### config.mk
export PLATFORM = sky130hd
export DESIGN_NAME = seq_responder
export DESIGN_NICKNAME = d
export VERILOG_FILES = /design/src/rtl/seq_resp_pkg.sv /design/src/rtl/seq_responder.sv
export SDC_FILE = /design/constraint.sdc
export NUM_CORES = 1
export LEC_CHECK = 0
export ABC_AREA = 0
export BUFFER_PORTS_ARGS = -buffer_cell sky130_fd_sc_hd__buf_2
export CAP_MARGIN = 20
export CORE_MARGIN = 3
export CORE_UTILIZATION = 45
export DETAILED_ROUTE_END_ITERATION = 7
export PLACE_DENSITY = 0.76
export SYNTH_ARGS = -nofsm -noshare
export SYNTH_HDL_FRONTEND = slang
export SYNTH_SLANG_ARGS = --single-unit
### constraint.sdc
create_clock -name clk -period 1.9 [get_ports clk]
set_input_delay 0.095 -clock clk [delete_from_list [all_inputs] [get_ports clk]]
set_output_delay 0.095 -clock clk [all_outputs]
set_load 0.01 [all_outputs]
### src/rtl/seq_resp_pkg.sv
// seq_responder shared types: FSM state enum and gap counter width.
// Imported by the responder top.
package seq_resp_pkg;

  typedef enum logic [2:0] {
    S_IDLE,
    S_FAST_WAIT,
    S_FAST_A,
    S_SLOW_B,
    S_SLOW_GAP,
    S_SLOW_STOP
  } resp_state_e;

  localparam int GAP_CNT_W = 4;

endpackage

### src/rtl/seq_responder.sv
// Responder for the start / a / b / stop handshake: one response per rise
// of start (fast: a, slow: b then stop), counting rises dropped while busy.
// Ports: clk, rst_n (async low), start, path_sel in; a, b, stop, busy,
// done, drop_cnt[CNT_W] out.
module seq_responder
  import seq_resp_pkg::*;
#(
  parameter int STOP_GAP = 2,
  parameter int CNT_W    = 8
) (
  input  logic             clk,
  input  logic             rst_n,
  input  logic             start,
  input  logic             path_sel,
  output logic             a,
  output logic             b,
  output logic             stop,
  output logic             busy,
  output logic             done,
  output logic [CNT_W-1:0] drop_cnt
);

  if (STOP_GAP < 1 || STOP_GAP > 15) begin : g_bad_gap
    $error("seq_responder: STOP_GAP must be 1..15");
  end

  // Cycles spent in SLOW_GAP beyond the first one.
  localparam logic [GAP_CNT_W-1:0] GAP_LOAD =
    GAP_CNT_W'((STOP_GAP > 1) ? STOP_GAP - 2 : 0);

  resp_state_e            r_state;
  resp_state_e            w_state_nxt;
  logic                   r_start_q;
  logic [GAP_CNT_W-1:0]   r_gap;
  logic [GAP_CNT_W-1:0]   w_gap_nxt;
  logic [CNT_W-1:0]       r_drop;
  logic [CNT_W-1:0]       w_drop_nxt;
  logic                   w_rise;

  always_ff @(posedge clk or negedge rst_n) begin
    if (!rst_n) begin
      r_start_q <= 1'b0;
      r_state   <= S_IDLE;
      r_gap     <= '0;
      r_drop    <= '0;
    end else begin
      r_start_q <= start;
      r_state   <= w_state_nxt;
      r_gap     <= w_gap_nxt;
      r_drop    <= w_drop_nxt;
    end
  end

  always_comb begin
    w_rise      = start & ~r_start_q;
    w_state_nxt = r_state;
    w_gap_nxt   = r_gap;
    w_drop_nxt  = r_drop;

    // Any rise seen outside IDLE, terminal states included, is dropped.
    if (w_rise && r_state != S_IDLE && r_drop != '1)
      w_drop_nxt = r_drop + CNT_W'(1);

    case (r_state)
      S_IDLE: begin
        if (w_rise)
          w_state_nxt = path_sel ? S_SLOW_B : S_FAST_WAIT;
      end
      S_FAST_WAIT: w_state_nxt = S_FAST_A;
      S_FAST_A:    w_state_nxt = S_IDLE;
      S_SLOW_B: begin
        if (STOP_GAP > 1) begin
          w_state_nxt = S_SLOW_GAP;
          w_gap_nxt   = GAP_LOAD;
        end else begin
          w_state_nxt = S_SLOW_STOP;
        end
      end
      S_SLOW_GAP: begin
        if (r_gap != '0)
          w_gap_nxt = r_gap - GAP_CNT_W'(1);
        else
          w_state_nxt = S_SLOW_STOP;
      end
      S_SLOW_STOP: w_state_nxt = S_IDLE;
      default:     w_state_nxt = S_IDLE;
    endcase
  end

  assign a        = (r_state == S_FAST_A);
  assign b        = (r_state == S_SLOW_B);
  assign stop     = (r_state == S_SLOW_STOP);
  assign done     = a | stop;
  assign busy     = (r_state != S_IDLE);
  assign drop_cnt = r_drop;

endmodule
# Word level (Yosys, flattened, before mapping)
# Index checks and enable logic that the tools add are counted.
[word_totals]
reg_bits = 16
word_cells = 32
[classes]
add_sub_neg = 2
eq_ne = 9
muxes = 6
bitwise = 3
reduce_logical = 8
[ops]
columns = ["op", "count"]
rows = [
  ["case mux 3 bit (4 select lines)", 1],
  ["adder 8 x 1 -> 8 bit (second input constant)", 1],
  ["!= test 8 bit (second input constant)", 1],
  ["case mux 4 bit (2 select lines)", 1],
  ["== test 3 x 2 -> 1 bit (second input constant)", 2],
  ["== test 3 bit (second input constant)", 2],
  ["2-to-1 mux 3 bit", 2],
  ["!= test 2 bit (second input constant)", 3],
  ["2-to-1 mux 4 bit", 1],
  ["AND reduction 2 bit", 2],
  ["nonzero test 4 bit", 1],
  ["subtractor 4 x 1 -> 4 bit (second input constant)", 1],
  ["== test 3 x 1 -> 1 bit (second input constant)", 1],
  ["zero test 3 bit", 1],
  ["nonzero test 3 bit", 1],
  ["logical AND 1 bit", 2],
  ["2-to-1 mux 2 bit", 1],
  ["nonzero test 2 bit", 1],
  ["bitwise AND 1 bit", 1],
  ["inverter 1 bit", 1],
  ["OR 1 bit", 1],
]

# Depth between registers and ports, before layout
[depth]
word_depth = 4
depth_mapped = 6
ltp_nobuf = 6

# Least setup slack after synthesis
# OpenSTA, ideal clock, no wires.
[synth_path]
path_type = "flip-flop to flip-flop"
from = "reg r_drop[0] (netlist: drop_cnt[0])"
to = "reg r_drop[1] (netlist: drop_cnt[1])"
t_arrival_ps = 1326
required_time_ps = 1775
setup_slack_ps = 449
stages_incl_launch_ff = 6
path_buffers = 0
period_less_slack_ps = 1451
cell_sequence = "dfrtp_1 ha_1 nand3_1 nor3_4 nor2_2 mux2_4"
[synth_between]
elab_chain_len = 2
[synth_lines]
columns = ["element", "line_no", "source"]
rows = [
  ["from (decl)", "seq_responder.sv:36", "logic [CNT_W-1:0] r_drop;"],
  ["from (signal assigned)", "seq_responder.sv:50", "r_drop <= w_drop_nxt;"],
  ["branches (longest 2 deep; another with adder 8 x 1 -> 8 bit)", "--", ""],
]
# Several ways; the timed one is not identified.
# A chain may end at the register's enable or synchronous reset.

# Worst setup path in the final report
[layout_path]
from = "reg r_gap[0]"
to = "reg r_state[0]"
[layout_between]
elab_chain_len = 3
[layout_lines]
columns = ["element", "line_no", "source"]
rows = [
  ["from (decl)", "seq_responder.sv:34", "logic [GAP_CNT_W-1:0] r_gap;"],
  ["from (signal assigned)", "seq_responder.sv:49", "r_gap <= w_gap_nxt;"],
  ["nonzero test 4 bit", "seq_responder.sv:80", "if (r_gap != '0)"],
  ["!= test 2 bit (no line)", "--", ""],
  ["AND reduction 2 bit (no line)", "--", ""],
  ["to (signal assigned)", "seq_responder.sv:48", "r_state <= w_state_nxt;"],
  ["to (decl)", "seq_responder.sv:31", "resp_state_e r_state;"],
]
# No other way between the ends.

==> results list <==
- VDD sags by at most 0.586 mV.
- Detailed routing inserted a total of 615 vias.
* Leak Pwr: 0.000508 uW
- Boundary Pins: 17
* CTS clock-pin slew for the worst setup and hold paths: 90 ps
- Data arrival time of the critical path: 1780 ps
* Number of instances resized during post-cts repair: 0
- Final WS setup: 310 ps
* PortBufs: 16
* Flop and latch count out of synthesis: 16
* Number of H-tree levels: 1
- Entering global routing, the biggest net connects 17 pins.
- The cell family contributing the most delay on the critical path is simple AND/OR/NAND/NOR gates.
- Setup violation total in the final timing report: 0
- The flow ran to the end, and the final reports show no timing, DRC or antenna violations.
- Predominant post-synthesis flop cell: sky130_fd_sc_hd__dfrtp_1
- Core box area: 0.00161 mm2
* Clock sink count: 16
- Fraction of the cycle the final worst path needs: 83.7%
* Hold buffer count at cts: 2
* Post-CTS Repair Setup Buffers: 0
* Kind of end point of the critical path: register
* Clk_skew: 1.86 ps
- Starting density of the core: 50.6%
* Vias per Instance: 5.13
* Least-Margin Pin Slew: 354 ps
- The number of slew-limit violations in the final report came to 0.
* Setup repair after global routing missed its margin: false
- Cell count after placement: 114
* Data required time at the worst endpoint: 2090 ps
- The hold violation total from the final report came to 0.
* Iter 0 DRT Violations: 14
* Fin crit period: 1590 ps
* Antenna viol nets, final: 0
- 0 antenna diodes ended up in the layout.
- Critical Path Source Type: register
- For this design the ratio of total power to cell area is 1140 mW/mm2.
- Once detailed placement completed, the half-perimeter wirelength came to 1.06 mm.
* Routed wire length per instance: 11.7 um
* Antenna violations before repair: 0
- Routed Wire Length: 1.40 mm
- Derived from the worst setup path, the maximum achievable clock frequency is 629 MHz.
- Global routing used 13.8% of the available tracks across all layers.
* Largest stage delay on the critical path: 410 ps
* Site Rows: 14
* Cells after Synth: 74
* Number of flops mapped to enable cells by yosys: 0
- Slew headroom: 76.3%
- Warnings from Yosys: 0
* Syn Area/Cell: 11.0 um2
* Overall die area: 0.00236 mm2
- The first TritonRoute pass finished after 4 iterations.
* Worst Hold Launch: path_sel
- The tightest min-delay check is of the in -> reg type.
* Top-area cell type share of the netlist area: 49.1%
- Synth area leaders: sky130_fd_sc_hd__dfrtp_1 49%, sky130_fd_sc_hd__xor2_1 7.5%, sky130_fd_sc_hd__ha_1 4.6%, sky130_fd_sc_hd__mux2_4 3.7%, sky130_fd_sc_hd__nand2_1 3.2%
- Final-stage net count: 104
- For this design, the slowest cell found on the critical path is sky130_fd_sc_hd__dfrtp_1.
- CTS Root Buffer Type: sky130_fd_sc_hd__clkbuf_4
- Die Span X: 48.6 um
- Tracing the worst setup path back leads to its startpoint at r_gap[0].
- Detailed-route DRC error count: 0
- Clock latency on the worst-skew pair: 290 ps
* Die H: 48.6 um
- Wire length of the first global-routing pass: 2.51 mm
* Largest fanout on the critical path: 4
* Cell-by-cell listing of the critical path: inv_1 > ha_1 > or3b_1 > and2_1 > nor4_1
* Area growth from synthesis to final layout: 20.4%
- Clock tree from TritonCTS: yes
- The longest clock path from root to sink contains 2 buffers.
* Library cell with the largest summed area after synthesis: sky130_fd_sc_hd__dfrtp_1
- Buffers inserted during clock tree synthesis total 3.
- Global route total overflow: 0
- Layout Cells excl Fill: 120
* Vias in the first global route: 583
- Ratio of cells with drive above 1 in the final layout: 33.3%
* Number of buffers and inverters on the critical path: 1
- For this run, asynchronously set or reset flops after synthesis account for 100%.
- The number of nets in the synthesized netlist is 81.
* Post-placement worst setup slack: 313 ps
- Critical setup path kind: reg -> reg
- In the final timing run, aggregate negative setup slack is 0 ps.
- Synth unique cells: 25
* Register area share after synthesis: 49.1%
- Setup slack on the worst reg-to-reg path comes out at 310 ps.
- The congestion estimate from routability-driven global placement came to 0.776.
- Critical register-to-register path startpoint: r_gap[0]
- Summing every instance area after synthesis gives 816 um2.
- Max Cap Violations: 0
[layer usage]
| metal | GRT usage, % | routed length [um] |
|---|---|---|
| met5 | 0 | 0 |
| met1 | 18.0 | 657 |
| met4 | 8.53 | 31 |
| met3 | 3.37 | 76 |
| met2 | 20.6 | 637 |
[worst min-delay path, delay by kind of cell]
kind | cells | cell delay, ps
simple gates | 1 | 110
compound gates | 1 | 50
buf+inv | 1 | 80
[synth_stat cells, drive strengths merged (2+ instances only)]
| cell type | count |
|---|---|
| nor3b | 3 |
| nand2 | 8 |
| mux2i | 2 |
| inv | 3 |
| or2 | 3 |
| ha | 3 |
| or3 | 2 |
| nor3 | 5 |
| mux2 | 2 |
| nor2 | 4 |
| dfrtp | 16 |
| nand3 | 5 |
| o21ai | 2 |
| nor4 | 4 |
| xor2 | 7 |
[layout make-up]
type                       instances  area [um2]
timing repair buffer              18         100
fill                             157         629
tap                               24        30.0
sequential                        16         400
inverter                           3        11.3
clock buffer                       4        36.3
multi-input combinational         55         404
[path summary, 6_finish.rpt]
| check | to | cells after the start |
|---|---|---|
| worst min-delay path | r_state[1] | 3 |
| min in group asynchronous | drop_cnt[6] | 2 |
| max in group asynchronous | drop_cnt[4] | 2 |
| worst min register to register | drop_cnt[4] | 1 |
| worst max-delay path | r_state[0] | 5 |
| worst max register to register | r_state[0] | 5 |
[flip-flops by register name, summed over array words and instances, names as in the netlist]
signal / flops
drop_cnt: 8
r_gap: 4
r_state: 3
r_start_q: 1
[kinds of logic (layout without fill, tap and decap cells)]
family	count (synthesis)	after routing	share of synthesized area [%]
AOI/OAI and AO/OA	3	3	1.84
xor gates and xnor gates	7	7	7.52
adders and majority gates	3	3	4.60
buffers and inverters	3	25	1.38
DFF	16	16	49.1
muxes	4	4	6.14
and+or+nand+nor	38	38	29.5
[placed cells by master, fill, tap and decap left out]
cell type / netlist / routed
sky130_fd_sc_hd__a21oi_1: 1 / 1
sky130_fd_sc_hd__nand2_4: 1 / 1
sky130_fd_sc_hd__clkbuf_4: 0 / 3
sky130_fd_sc_hd__nor3_1: 4 / 4
sky130_fd_sc_hd__nor2_1: 3 / 3
sky130_fd_sc_hd__or3b_1: 1 / 1
sky130_fd_sc_hd__mux2_4: 2 / 2
sky130_fd_sc_hd__inv_1: 3 / 3
sky130_fd_sc_hd__nor2_2: 1 / 1
sky130_fd_sc_hd__and2_1: 1 / 1
sky130_fd_sc_hd__dfrtp_1: 16 / 16
sky130_fd_sc_hd__nor3_4: 1 / 1
sky130_fd_sc_hd__nand2_1: 7 / 7
sky130_fd_sc_hd__or2_2: 3 / 3
sky130_fd_sc_hd__and3b_2: 1 / 1
sky130_fd_sc_hd__mux2i_1: 2 / 2
sky130_fd_sc_hd__dlygate4sd3_1: 0 / 2
sky130_fd_sc_hd__and2b_2: 1 / 1
sky130_fd_sc_hd__nand3_1: 5 / 5
sky130_fd_sc_hd__o21ai_0: 2 / 2
sky130_fd_sc_hd__nor3b_1: 3 / 3
sky130_fd_sc_hd__nor4_2: 1 / 1
sky130_fd_sc_hd__buf_2: 0 / 16
sky130_fd_sc_hd__ha_1: 3 / 3
sky130_fd_sc_hd__xor2_1: 7 / 7
sky130_fd_sc_hd__nor4_1: 3 / 3
sky130_fd_sc_hd__clkbuf_8: 0 / 1
sky130_fd_sc_hd__or3_1: 1 / 1
sky130_fd_sc_hd__or3_4: 1 / 1
[per-stage QoR]
step | utilization (%) | total power (uW) | hold slack (ps) | area [um2]
after floorplan | - | 754 | -201 | 816
after global placement | 57.5 | 886 | 21.9 | 926
after detailed placement | 57.5 | 898 | 26.7 | 926
after CTS | 60.9 | 1130 | 92.9 | 982
after global routing | 60.9 | 1210 | 125 | 982
final | 60.9 | 1120 | 99.5 | 982
[power by group]
group | total [uW] | leakage, uW | internal (uW) | switching, uW
Sequential | 511 | 0.000212 | 415 | 96.3
Clock | 227 | 0.0000210 | 117 | 110
Combinational | 378 | 0.000276 | 191 | 187
Total | 1120 | 0.000508 | 723 | 393
Note: power is estimated with default switching activity, not from simulation.
